$ cat config.mk
export PLATFORM = sky130hd
export DESIGN_NAME = sram_req_bridge_flat
export DESIGN_NICKNAME = d
export VERILOG_FILES = /design/src/rtl/sram_req_bridge_if.sv /design/src/rtl/sram_req_bridge.sv /design/src/flat_wrapper.sv
export SDC_FILE = /design/constraint.sdc
export NUM_CORES = 1
export LEC_CHECK = 0
export CORE_ASPECT_RATIO = 2
export CORE_UTILIZATION = 48
export CTS_CLUSTER_SIZE = 28
export DETAILED_ROUTE_END_ITERATION = 7
export PLACE_DENSITY_LB_ADDON = 0.3
export SYNTH_ARGS = -nofsm -noshare
export SYNTH_HDL_FRONTEND = slang
export SYNTH_SLANG_ARGS = --single-unit
$ cat constraint.sdc
create_clock -name clk -period 2.06 [get_ports clk]
set_input_delay 0.309 -clock clk [delete_from_list [all_inputs] [get_ports clk]]
set_output_delay 0.309 -clock clk [all_outputs]
set_load 0.1 [all_outputs]
$ cat src/rtl/sram_req_bridge_if.sv
// sram_req_bridge_if: master-side request/acknowledge bus of sram_req_bridge
//   master drives req_i, wr_i, addr_i, wdata_i
//   slave (bridge) returns ack_o, rdata_o, err_o
interface sram_req_bridge_if #(
   parameter int ADDR_W = 32,
   parameter int DATA_W = 32
);
   logic              req_i;
   logic              wr_i;
   logic [ADDR_W-1:0] addr_i;
   logic [DATA_W-1:0] wdata_i;
   logic              ack_o;
   logic [DATA_W-1:0] rdata_o;
   logic              err_o;
   modport master (output req_i, wr_i, addr_i, wdata_i, input ack_o, rdata_o, err_o);
   modport slave (input req_i, wr_i, addr_i, wdata_i, output ack_o, rdata_o, err_o);
endinterface

$ cat src/rtl/sram_req_bridge.sv
// sram_req_bridge: serialising req/ack front end for a synchronous SRAM with programmable wait states
//   clk, rst                    clock and synchronous active-high reset
//   bus (slave modport)         req_i/wr_i/addr_i/wdata_i in, ack_o/rdata_o/err_o out
//   sram_addr_o/we_o/wdata_o    word-aligned SRAM command, one-cycle write strobe
//   sram_rdata_i                SRAM read data, valid one cycle after the address
//   MEM_RANGE_CHECK_EN          define to flag accesses at word >= DEPTH_WORDS with err_o
module sram_req_bridge #(
   parameter int ADDR_W      = 32,
   parameter int DATA_W      = 32,
   parameter int WAIT_CYCLES = 0,
   parameter int DEPTH_WORDS = 16384
) (
   input  logic              clk,
   input  logic              rst,
   sram_req_bridge_if.slave  bus,
   output logic [ADDR_W-1:0] sram_addr_o,
   output logic              sram_we_o,
   output logic [DATA_W-1:0] sram_wdata_o,
   input  logic [DATA_W-1:0] sram_rdata_i
);
`ifdef MEM_RANGE_CHECK_EN
   localparam bit RANGE_CHK = 1'b1;
`else
   localparam bit RANGE_CHK = 1'b0;
`endif
   localparam logic [ADDR_W-1:0] DEPTH_LIM = ADDR_W'(DEPTH_WORDS);
   localparam logic [ADDR_W-1:0] WORD_MASK = ~ADDR_W'(3);
   localparam logic [3:0]        WAIT_INIT = 4'(WAIT_CYCLES - 1);
   typedef enum logic [2:0] {S_IDLE, S_WAIT, S_ACCESS, S_RDLAT, S_DONE} state_t;
   state_t            state_q;
   logic [3:0]        cnt_q;
   logic              wr_q;
   logic [ADDR_W-1:0] addr_q;
   logic [DATA_W-1:0] wdata_q;
   logic              ack_q;
   logic              err_q;
   logic [DATA_W-1:0] rdata_q;
   logic [ADDR_W-1:0] sram_addr_q;
   logic              sram_we_q;
   logic [DATA_W-1:0] sram_wdata_q;
   logic              in_idle;
   logic              oor;
   logic              go_acc;
   logic              acc_wr;
   logic [ADDR_W-1:0] acc_addr;
   logic [DATA_W-1:0] acc_wdata;
   // SRAM outputs are registered, so they are loaded on the edge that enters ACCESS;
   // from IDLE (no wait states) that uses the live inputs, otherwise the latched copy.
   always_comb begin
      in_idle   = state_q == S_IDLE;
      oor       = RANGE_CHK && ({2'b00, bus.addr_i[ADDR_W-1:2]} >= DEPTH_LIM);
      acc_wr    = in_idle ? bus.wr_i : wr_q;
      acc_addr  = in_idle ? bus.addr_i : addr_q;
      acc_wdata = in_idle ? bus.wdata_i : wdata_q;
      go_acc    = in_idle ? (bus.req_i && !oor && WAIT_CYCLES == 0) : (state_q == S_WAIT && cnt_q == 4'd0);
   end
   always_ff @(posedge clk) begin
      if (rst) begin
         state_q      <= S_IDLE;
         cnt_q        <= 4'd0;
         wr_q         <= 1'b0;
         addr_q       <= '0;
         wdata_q      <= '0;
         ack_q        <= 1'b0;
         err_q        <= 1'b0;
         rdata_q      <= '0;
         sram_addr_q  <= '0;
         sram_we_q    <= 1'b0;
         sram_wdata_q <= '0;
      end else begin
         ack_q     <= 1'b0;
         err_q     <= 1'b0;
         sram_we_q <= 1'b0;
         if (go_acc) begin
            sram_addr_q <= acc_addr & WORD_MASK;
            sram_we_q   <= acc_wr;
            if (acc_wr) sram_wdata_q <= acc_wdata;
         end
         case (state_q)
            S_IDLE: if (bus.req_i) begin
               wr_q    <= bus.wr_i;
               addr_q  <= bus.addr_i;
               wdata_q <= bus.wdata_i;
               cnt_q   <= WAIT_INIT;
               if (oor) begin
                  state_q <= S_DONE;
                  ack_q   <= 1'b1;
                  err_q   <= 1'b1;
                  rdata_q <= '0;
               end else begin
                  state_q <= (WAIT_CYCLES == 0) ? S_ACCESS : S_WAIT;
               end
            end
            S_WAIT: begin
               cnt_q <= cnt_q - 4'd1;
               if (cnt_q == 4'd0) state_q <= S_ACCESS;
            end
            S_ACCESS: begin
               state_q <= wr_q ? S_DONE : S_RDLAT;
               ack_q   <= wr_q;
            end
            S_RDLAT: begin
               rdata_q <= sram_rdata_i;
               ack_q   <= 1'b1;
               state_q <= S_DONE;
            end
            default: state_q <= S_IDLE;
         endcase
      end
   end
   assign bus.ack_o    = ack_q;
   assign bus.err_o    = err_q;
   assign bus.rdata_o  = rdata_q;
   assign sram_addr_o  = sram_addr_q;
   assign sram_we_o    = sram_we_q;
   assign sram_wdata_o = sram_wdata_q;
endmodule

$ cat src/flat_wrapper.sv
// flat-port wrapper written by rule: the top's interface ports become plain ports
module sram_req_bridge_flat 
#(
   parameter int ADDR_W      = 32,
   parameter int DATA_W      = 32,
   parameter int WAIT_CYCLES = 0,
   parameter int DEPTH_WORDS = 16384
)
  (clk, rst, sram_addr_o, sram_we_o, sram_wdata_o, sram_rdata_i, bus_req_i, bus_wr_i, bus_addr_i, bus_wdata_i, bus_ack_o, bus_rdata_o, bus_err_o);
  sram_req_bridge_if #(.ADDR_W(ADDR_W), .DATA_W(DATA_W)) bus_i ();
  input  logic clk;
  input  logic rst;
  output logic [ADDR_W-1:0] sram_addr_o;
  output logic sram_we_o;
  output logic [DATA_W-1:0] sram_wdata_o;
  input  logic [DATA_W-1:0] sram_rdata_i;
  input wire logic [$bits(bus_i.req_i)-1:0] bus_req_i;
  input wire logic [$bits(bus_i.wr_i)-1:0] bus_wr_i;
  input wire logic [$bits(bus_i.addr_i)-1:0] bus_addr_i;
  input wire logic [$bits(bus_i.wdata_i)-1:0] bus_wdata_i;
  output wire logic [$bits(bus_i.ack_o)-1:0] bus_ack_o;
  output wire logic [$bits(bus_i.rdata_o)-1:0] bus_rdata_o;
  output wire logic [$bits(bus_i.err_o)-1:0] bus_err_o;
  assign bus_i.req_i = bus_req_i;
  assign bus_i.wr_i = bus_wr_i;
  assign bus_i.addr_i = bus_addr_i;
  assign bus_i.wdata_i = bus_wdata_i;
  assign bus_ack_o = bus_i.ack_o;
  assign bus_rdata_o = bus_i.rdata_o;
  assign bus_err_o = bus_i.err_o;
  sram_req_bridge #(.ADDR_W(ADDR_W), .DATA_W(DATA_W), .WAIT_CYCLES(WAIT_CYCLES), .DEPTH_WORDS(DEPTH_WORDS)) u_core (.clk(clk), .rst(rst), .bus(bus_i), .sram_addr_o(sram_addr_o), .sram_we_o(sram_we_o), .sram_wdata_o(sram_wdata_o), .sram_rdata_i(sram_rdata_i));
endmodule
* Word level (Yosys, flattened, before mapping)
Cells that the tools add are included.
** Word-level totals
- Bits in registers :: 168
- Bits of input ports :: 100
- Logic and storage cells :: 37
** Operators by class
- Add/sub/neg operators :: 1
- Equal/unequal tests :: 5
- Multiplexer cells :: 11
- Bitwise operators :: 1
- Reduce and logical (&&, ||, !) cells :: 9
** Operators by type and width (number)
- 32-bit two-way mux :: 2
- 3-bit one-hot mux with 4 select lines :: 1
- 3-bit two-way mux :: 3
- 4-bit one-hot mux with 2 select lines :: 1
- 2-bit AND reduction :: 4
- 3-bit by 2-bit equality test with 1-bit output, second input constant :: 2
- 4-bit zero test :: 1
- 4-bit two-way mux :: 1
- 2-bit inequality test, second input constant :: 2
- 4-bit by 1-bit subtractor with 4-bit output, second input constant :: 1
- 3-bit by 1-bit equality test with 1-bit output, second input constant :: 1
- 3-bit zero test :: 1
- 1-bit two-way mux :: 2
- 1-bit one-hot mux with 2 select lines :: 1
- 2-bit nonzero test :: 1
- 2-bit OR reduction :: 1
- 1-bit logical AND :: 1
- 1-bit inverter :: 1

* Depth between registers and ports, before layout
Gate-level depths: netlist of run 1.
- Word-level depth :: 5
- Depth in mapped cells :: 7
- Depth with buffers taken out :: 5

* Worst setup path before layout of run 1
No wires, ideal clock.
- Path type :: reg2reg
- From :: register u_core.cnt_q[0]
- To :: register u_core.sram_wdata_q[22], in the netlist u_core.sram_wdata_o[22]
- Data arrival time :: 1.536 ns
- Path slack :: 0.438 ns
- Cell stages (with the launch flop) :: 8
- Cells stage by stage :: dfxtp_1 > inv_1 > ha_1 > nor3b_1 > buf_2 > clkbuf_1 > a221oi_1 > a211oi_1
** On the way
- Cells in the longest elaborated chain, start to end :: 4
** RTL lines
- start: declaration :: line sram_req_bridge.sv:31 : logic [3:0] cnt_q;
- start signal: assignment :: line sram_req_bridge.sv:95 : cnt_q <= cnt_q - 4'd1;
- 4-bit zero test :: line sram_req_bridge.sv:55 : go_acc = in_idle ? (bus.req_i && !oor && WAIT_CYCLES == 0) : (state_q == S_WAIT && cnt_q == 4'd0);
- 1-bit logical AND :: line sram_req_bridge.sv:55
- 1-bit two-way mux :: line sram_req_bridge.sv:55
- 2-bit AND reduction (no source line)
- end signal: assignment :: line sram_req_bridge.sv:77 : if (acc_wr) sram_wdata_q <= acc_wdata;
- end: declaration :: line sram_req_bridge.sv:40 : logic [DATA_W-1:0] sram_wdata_q;
Every way passes these cells.
A chain may end at the register's enable or synchronous reset.

* Worst setup path after layout of run 1
- From :: register u_core.cnt_q[0]
- To :: register u_core.sram_addr_q[11], in the netlist u_core.sram_addr_o[11]
** On the way
- Cells in the longest elaborated chain, start to end :: 3
** RTL lines
- 4-bit zero test :: line sram_req_bridge.sv:55
- 1-bit logical AND :: line sram_req_bridge.sv:55
- 1-bit two-way mux :: line sram_req_bridge.sv:55
- end signal: assignment :: line sram_req_bridge.sv:75 : sram_addr_q <= acc_addr & WORD_MASK;
- end: declaration :: line sram_req_bridge.sv:38 : logic [ADDR_W-1:0] sram_addr_q;
Every way passes these cells.

==> flow_summary.ini, run 1 <==
[run_status]
outcome = finished, final reports clean

[logic_synthesis]
ys_seq_area_share_pct = 48.41
synth.area.top_cells = dfxtp_1 (48%), nand2_1 (10%), a211oi_1 (10%)
synth_top_area_share_pct = 48.41
synth_largest_area_cell = dfxtp_1
netlist_area_mm2 = 0.006865
synth_ff_type = dfxtp_1
syn_avg_cell_area_um2 = 9.033
synth-seq-cells = 166
yosysUniqueCellTypes = 34
synth_cells = 760
ys_warn_count = 0
synthArstFlopShare_pct = 0
synth.cells.most_frequent = nand2_1 (190), dfxtp_1 (166), a21oi_1 (97)
yosysMostFrequentCell = nand2_1
synth_edf_count = 0

[placement]
io_buffers = 193
gp_congestion = 0.7916
dpl.hpwl_um = 11600

[flow_run]
drv_cap = 0

[timing]
timing.fmax_mhz = 562.2
tightestPinTransition_ps = 554.9
slew_viol_final = 0
rsz0062_at_grt = false
period_needed_ps = 1779
hold_viol_final = 0
max_slew_margin_pct = 62.95
setup_violations = 0
period_share_pct = 86.34
fin_skew_ps = 10.05
fin_setup_tns_ps = 0

[worst_setup_path]
rr_endpoint = u_core.sram_addr_o[11]
critPathRequiredTime_ps = 2380
r2r_cells = 6
cp_max_fo = 30
critPathLaunchType = register
end_kind = register
r2r_slack_ps = 280
path_class = reg2reg
arrival_ps = 2100
rr_startpoint = u_core.cnt_q[0]

[layout]
register_area_mm2 = 0.003323
diodes = 0
fin_util_pct = 66.27
fillers = 1164
syn_to_final_growth_pct = 34.83
layout-drive-gt1-share_pct = 17.85
multi_input_area_mm2 = 0.003102
fin_nets = 1021

[grt]
gr-total-overflow = 0
grt_use_total_pct = 24.33
grt_pass1_vias = 5750
antenna_found_initial = 0
grt_pass1_wl_um = 28430
grt_max_degree = 73

[route]
drt_pass1_iterations = 4
wirelength_um = 17970
drt_iter0_markers = 319
via_per_inst = 5.538
drc = 0
via_count = 6197
postRouteAntennaNets = 0
wl_per_cell_um = 16.06

[power]
clock_power_share_pct = 28.4
ir_worst_vdd_mv = 0.9021
intPower_mw = 6.469
p_per_area_mw_per_mm2 = 1159
swShare_pct = 39.70
power.total_mw = 10.73
p_leak_nw = 3.703
pwr-share-seq_pct = 35.3
switchingPower_mw = 4.258
combinationalPowerShare_pct = 36.3

[die]
initial_core_util_pct = 49.15
fp.dieW_um = 86.57
die_h_um = 171.1
coreArea_mm2 = 0.01397
num_rows = 61
die_area_mm2 = 0.01481
io_pins = 199

[clock_tree]
cts_buffer_depth = 2
cts_made_buffers = 17
path_clk_slew_ps = 70
clk_latency_ps = 420
ctsHoldBuffers = 0
cts-resized-gates = 0
cts_tree = yes
clkSinkCount = 166
htreeDepth = 4
clockRootBuffer = clkbuf_16
post-cts-setup-buffer-count = 0

[min_path]
min_to = u_core.addr_q[15]
hp-class = in2reg
whs_path_depth = 2
hp-start = rst
==> through the flow <==
stage / setup WS, ps / hold slack [ps] / cell area, um^2 / instances
5_1_grt: 112.3 / 308.9 / 9256 / 1119
6_report: 281.4 / 319.4 / 9256 / 1119
4_1_cts: 236.8 / 295.8 / 9256 / 1119
3_5_place_dp: 72.98 / 445.6 / 8696 / 1089
2_1_floorplan: 438.1 / 435.7 / 6873 / 762
3_3_place_gp: 99.70 / 440.2 / 8696 / 1089
==> metal layers <==
metal  part of all wire, %  GRT usage [%]  vias up  wire length (um)
li1                      -              -     3018                 -
met5                     0              0        -                 0
met1                    40          28.59     2953              7190
met4                   2.7          10.58        0               486
met3                   4.6          4.197       38               826
met2                    53          42.75      188              9464
==> cell type report <==
| type | count | share of cell area (%) |
|---|---|---|
| sequential | 166 | 35.90 |
| multi-input combinational | 508 | 33.51 |
| timing repair buffer | 222 | 21.82 |
| clock buffer | 18 | 4.745 |
| tap | 189 | 2.555 |
| clock inverter | 12 | 1.311 |
| inverter | 4 | 0.1622 |
==> flip-flops by register name, summed over array words and instances, names as in the netlist <==
register / count
u_core.addr_q: 30
u_core.bus.ack_o: 1
u_core.bus.rdata_o: 32
u_core.cnt_q: 4
u_core.sram_addr_o: 30
u_core.sram_wdata_o: 32
u_core.sram_we_o: 1
u_core.state_q: 3
u_core.wdata_q: 32
u_core.wr_q: 1
==> worst max-delay path: stages, from the launching register on <==
cell	delay, ps
dfxtp_1	340
inv_1	100
ha_1	150
nor3b_2	300
buf_4	400
a211oi_1	130
a211oi_1	250
==> power groups by stage <==
stage	logic (mW)	registers [mW]	clock network (mW)
2_1_floorplan	1.54	5.27	0
3_3_place_gp	3.87	3.84	0
3_5_place_dp	3.90	3.85	0
4_1_cts	3.91	3.79	3.10
5_1_grt	4.11	3.83	3.24
6_report	3.89	3.79	3.05
==> layout by cell type, fill, tap and decap left out, types with 2 or more instances in the layout <==
cell type / netlist / layout
ha_1: 2 / 2
dfxtp_1: 166 / 166
nand2_1: 190 / 190
clkinv_4: 0 / 3
a21oi_1: 97 / 97
inv_6: 0 / 4
buf_12: 0 / 9
clkbuf_16: 0 / 17
buf_4: 6 / 117
nor3_1: 3 / 2
nand4_1: 2 / 2
mux2i_1: 62 / 62
clkdlybuf4s50_1: 0 / 96
a31o_2: 2 / 2
clkinvlp_4: 0 / 4
a221oi_1: 32 / 32
nor2_1: 2 / 2
nor4b_1: 3 / 3
conb_1: 1 / 3
a31oi_1: 2 / 2
inv_1: 4 / 4
a211oi_1: 94 / 94
==> cell families (layout without fill, tap and decap cells) <==
group / after synthesis / count (layout) / share of synthesized area [%]
flip-flops: 166 / 166 / 48.41
other: 1 / 3 / 0.05462
buffers and inverters: 88 / 256 / 7.108
multiplexers: 62 / 62 / 9.040
AND/OR/NAND/NOR: 210 / 210 / 12.65
adder cells (fa/ha/maj): 2 / 2 / 0.3644
AO/OA/AOI/OAI: 231 / 231 / 22.38
==> worst max-delay path by stage <==
| stage | endpoint | slack [ps] | start | cells past startpoint |
|---|---|---|---|---|
| after floorplan | u_core.sram_wdata_o[22] | 440 | u_core.cnt_q[0] | 7 |
| after global placement | u_core.sram_wdata_o[5] | 100 | bus_req_i | 6 |
| after detailed placement | u_core.sram_wdata_o[3] | 70 | bus_req_i | 6 |
| after CTS | u_core.sram_wdata_o[0] | 240 | u_core.state_q[0] | 4 |
| after global routing | u_core.sram_addr_o[28] | 110 | u_core.cnt_q[0] | 6 |
| final | u_core.sram_addr_o[11] | 280 | u_core.cnt_q[0] | 6 |
No activity file was read; power rests on OpenSTA's default activity.
==> run 2: changes to the inputs <==
--- a/config.mk
+++ b/config.mk
@@ -9,6 +9,7 @@
 export CORE_UTILIZATION = 48
 export CTS_CLUSTER_SIZE = 28
 export DETAILED_ROUTE_END_ITERATION = 7
+export MAX_ROUTING_LAYER = met4
 export PLACE_DENSITY_LB_ADDON = 0.3
 export SYNTH_ARGS = -nofsm -noshare
 export SYNTH_HDL_FRONTEND = slang
==> run 2 against run 1 <==
Compared with the run above:
- final cell count did not move
- worst hold slack improved by 3.1 ps
- sequential share of layout area did not move
- combinational power barely moved
- routed wire length fell by 0.17%
- fmax fell by 0.12%
- total power barely moved
- register-to-register slack barely moved
- critical path depth fell by 1
- sequential cell count did not move
- count of clock-buffer cells in the layout did not move
- global-route usage rose by 0.67 points
- critical path type unchanged
==> flow_summary.ini, run 2 (synthesized netlist as in run 1, its figures left out) <==
[route]
postRouteAntennaNets = 0
wl_per_cell_um = 16.03
drt_pass1_iterations = 5
via_per_inst = 5.526
via_count = 6184
drt_iter0_markers = 326
drc = 0
wirelength_um = 17940

[layout]
register_area_mm2 = 0.003323
syn_to_final_growth_pct = 34.83
layout-drive-gt1-share_pct = 17.85
diodes = 0
final_cell_mix = nand2_1 (190), dfxtp_1 (166), buf_4 (117)
layout_commonest_cell = nand2_1
multi_input_area_mm2 = 0.003102
fillers = 1164
fin_nets = 1021

[min_path]
whs_path_depth = 2
min_to = u_core.addr_q[15]
hp-start = rst
hp-class = in2reg

[worst_setup_path]
cp_max_fo = 33
critPathLaunchType = register
rr_startpoint = u_core.state_q[1]
rr_endpoint = u_core.sram_wdata_o[0]
critPathTopFamily = flip-flops
crit_slowest_cell = dfxtp_1
critPathRequiredTime_ps = 2380
r2r_slack_ps = 280
r2r_cells = 5
critPathBufInv = 2
arrival_ps = 2100
path_class = reg2reg
path_cells = nor4b_4 > buf_4 > a22o_1 > buf_12 > a211oi_1
cpPeakStageDelay_ps = 680
end_kind = register

[clock_tree]
clkSinkCount = 166
htreeDepth = 4
clk_latency_ps = 420
cts_buffer_depth = 2
ctsHoldBuffers = 0
cts-resized-gates = 0
cts_made_buffers = 17
path_clk_slew_ps = 70
clockRootBuffer = clkbuf_16
post-cts-setup-buffer-count = 0
cts_tree = yes

[grt]
grt_use_total_pct = 25.01
antenna_found_initial = 0
grt_max_degree = 73
gr-total-overflow = 0
grt_pass1_wl_um = 28410
grt_pass1_vias = 5759

[placement]
gp_congestion = 0.8027
dpl.hpwl_um = 11600
io_buffers = 193

[timing]
rsz0062_at_grt = false
timing.fmax_mhz = 561.5
hold_viol_final = 0
period_share_pct = 86.45
slew_viol_final = 0
whs_ps = 322.6
fin_setup_tns_ps = 0
fin_skew_ps = 19.11
tightestPinTransition_ps = 571.2
setup_violations = 0
period_needed_ps = 1781
max_slew_margin_pct = 61.87

[run_status]
outcome = finished, final reports clean

[die]
num_rows = 61
fp.dieW_um = 86.57
die_h_um = 171.1
coreArea_mm2 = 0.01397
die_area_mm2 = 0.01481
initial_core_util_pct = 49.15
io_pins = 199

[power]
ir_worst_vdd_mv = 0.9033
p_per_area_mw_per_mm2 = 1158
p_leak_nw = 3.703

[flow_run]
drv_cap = 0
run 2: cell counts in the layout (fill, tap and decap cells not counted):
No cell type changed its count.
run 2: stage by stage:
stage	area, um^2	util (%)	instances	setup WS [ps]	total power [mW]
global placement	8696	62.26	1089	99.70	7.709
detailed placement	8696	62.26	1089	72.98	7.748
finish	9256	66.27	1119	279.2	10.72
CTS	9256	66.27	1119	236.8	10.79
global route	9256	66.27	1119	112.0	11.17
floorplan	6873	-	762	438.1	6.816
run 2: cell type report:
class	count	share of cell area, %
clock buffers	18	4.745
clock inverters	12	1.311
inverters	4	0.1622
multi-input cells	508	33.51
flip-flops and latches	166	35.90
well taps	189	2.555
repair buffers	222	21.82
run 2: worst max path at each step:
stage,from,endpoint,slack [ps],depth (start not counted)
after detailed placement,bus_req_i,u_core.sram_wdata_o[3],70,6
after CTS,u_core.state_q[0],u_core.sram_wdata_o[0],240,4
after global placement,bus_req_i,u_core.sram_wdata_o[5],100,6
after floorplan,u_core.cnt_q[0],u_core.sram_wdata_o[22],440,7
after global routing,u_core.cnt_q[0],u_core.sram_addr_o[28],110,6
final,u_core.state_q[1],u_core.sram_wdata_o[0],280,5
run 2: power breakdown:
| part | internal (mW) | switching, mW |
|---|---|---|
| clock network | 1.70 | 1.34 |
| logic | 1.20 | 2.69 |
| registers | 3.57 | 0.222 |
run 2: metal layers:
layer | GRT usage [%] | wire (um)
met3 | 3.184 | 724
met1 | 28.96 | 7158
met2 | 42.79 | 9703
met4 | 11.01 | 350
met5 | - | 0
==> run 3: changes to the inputs <==
--- a/config.mk
+++ b/config.mk
@@ -6,11 +6,12 @@
 export NUM_CORES = 1
 export LEC_CHECK = 0
 export CORE_ASPECT_RATIO = 2
+export CORE_MARGIN = 1
 export CORE_UTILIZATION = 48
 export CTS_CLUSTER_SIZE = 28
 export DETAILED_ROUTE_END_ITERATION = 7
 export MAX_ROUTING_LAYER = met4
-export PLACE_DENSITY_LB_ADDON = 0.3
+export PLACE_DENSITY = 0.79
 export SYNTH_ARGS = -nofsm -noshare
 export SYNTH_HDL_FRONTEND = slang
 export SYNTH_SLANG_ARGS = --single-unit
==> run 3 against run 2 <==
Compared with the run above:
- clock power up 5%
- register-to-register slack better by 30 ps
- die area unchanged
- clock skew down 4.1 ps
- core utilization up 0.35 points
- first-iteration DRC count up 14%
- largest cell class unchanged
==> flow_summary.ini, run 3 (synthesized netlist as in run 1, its figures left out) <==
[run_status]
outcome = finished, final reports clean

[layout]
layout-drive-gt1-share_pct = 18.20
fin_nets = 1023
finalInstanceArea_mm2 = 0.009305
syn_to_final_growth_pct = 35.54
layout_commonest_cell = nand2_1
fillers = 1190
final_cell_mix = nand2_1 (190), dfxtp_1 (166), buf_4 (119)

[grt]
grt_pass1_wl_um = 28420
grt_pass1_vias = 5771
grt_max_degree = 43
gr-total-overflow = 0
grt_use_total_pct = 25.09
antenna_found_initial = 1

[die]
num_rows = 61
die_h_um = 171.1
die_area_mm2 = 0.01481
io_pins = 199
fp.dieW_um = 86.57
coreArea_mm2 = 0.01397
initial_core_util_pct = 49.15

[power]
pwr-share-seq_pct = 34.8
intPower_mw = 6.570
clock_power_share_pct = 29.4
swShare_pct = 39.44
ir_worst_vdd_mv = 0.6381
switchingPower_mw = 4.279
p_leak_nw = 3.740
p_per_area_mw_per_mm2 = 1166
combinationalPowerShare_pct = 35.8

[clock_tree]
clk_latency_ps = 410
cts-resized-gates = 0
post-cts-setup-buffer-count = 0
cts_buffer_depth = 2
cts_made_buffers = 17
ctsHoldBuffers = 0
htreeDepth = 4
cts_tree = yes
clockRootBuffer = clkbuf_16
clkSinkCount = 166
path_clk_slew_ps = 70

[placement]
io_buffers = 193
dpl.hpwl_um = 11880
postPlaceCellArea_mm2 = 0.008711
gp_congestion = 0.7507

[route]
drt_pass1_iterations = 4
wl_per_cell_um = 16.07
via_count = 6150
wirelength_um = 18070
drc = 0
drt_iter0_markers = 373
via_per_inst = 5.472
postRouteAntennaNets = 0

[timing]
fin_setup_tns_ps = 0
rsz0062_at_grt = false
period_needed_ps = 1750
period_share_pct = 84.94
fin_skew_ps = 15.02
max_slew_margin_pct = 62.31
setup_violations = 0
slew_viol_final = 0
tightestPinTransition_ps = 564.6
timing.fmax_mhz = 571.5
hold_viol_final = 0

[worst_setup_path]
critPathRequiredTime_ps = 2380
rr_startpoint = u_core.cnt_q[0]
arrival_ps = 2070
critPathLaunchType = register
path_class = reg2reg
startpoint = u_core.cnt_q[0]
cp_max_fo = 29
end_kind = register

[flow_run]
drv_cap = 0

[min_path]
hp-class = in2reg
hp-start = rst
-- run 3: changes by cell type in the layout (fill, tap and decap cells not counted), moves of 2 or more --
cell,previous run,this run
buf_4,117,119
clkinvlp_4,4,2
clkinv_2,0,2
inv_6,4,6
-- run 3: area by class of cell --
cell class              count  area [um^2]  share of cell area, %
clock buffers              17        425.4                  4.572
well taps                 189        236.5                  2.541
diodes                      1        2.502                0.02689
inverters                   4        15.01                 0.1614
multi-input cells         508         3102                  33.33
repair buffers            224         2034                  21.86
flip-flops and latches    166         3323                  35.71
clock inverters            15        166.4                  1.788
-- run 3: through the flow --
step	instances	hold WS, ps	utilization (%)	worst slack [ps]	power, mW
final	1124	365.8	66.62	310.2	10.85
after detailed placement	1091	445.6	62.37	116.9	7.744
after global placement	1091	440.5	62.37	152.7	7.692
after CTS	1123	345.1	66.60	285.2	10.93
after floorplan	762	435.7	-	438.1	6.816
after global routing	1124	368.3	66.62	155.2	11.30
-- run 3: power groups by stage --
stage / clock network, mW / registers [mW] / logic [mW]
after global routing: 3.39 / 3.83 / 4.09
after floorplan: 0 / 5.27 / 1.54
final: 3.18 / 3.78 / 3.88
after detailed placement: 0 / 3.85 / 3.89
after global placement: 0 / 3.84 / 3.85
after CTS: 3.25 / 3.78 / 3.91
-- run 3: critical path: stages (launching register included) --
cell and delay [ps]:
dfxtp_1 330, inv_1 80, ha_1 150, nor3b_2 300, buf_12 230, buf_4 220
a211oi_1 90, a211oi_1 240
-- run 3: worst paths after layout --
kind | endpoint | slack (ps) | depth (start not counted)
min reg2reg | u_core.addr_q[31] | 450 | 2
min | u_core.wdata_q[20] | 370 | 2
max reg2reg | u_core.sram_addr_o[26] | 310 | 7
max | u_core.sram_addr_o[26] | 310 | 7
-- run 3: per-layer routing --
metal | vias up | wire length (um) | share of wire (%) | GRT usage [%]
met3 | 32 | 511 | 2.8 | 3.666
met2 | 155 | 9825 | 54 | 43.75
met4 | 0 | 603 | 3.3 | 11.38
li1 | 3022 | - | - | -
met1 | 2941 | 7125 | 39 | 27.89
met5 | - | 0 | 0 | -
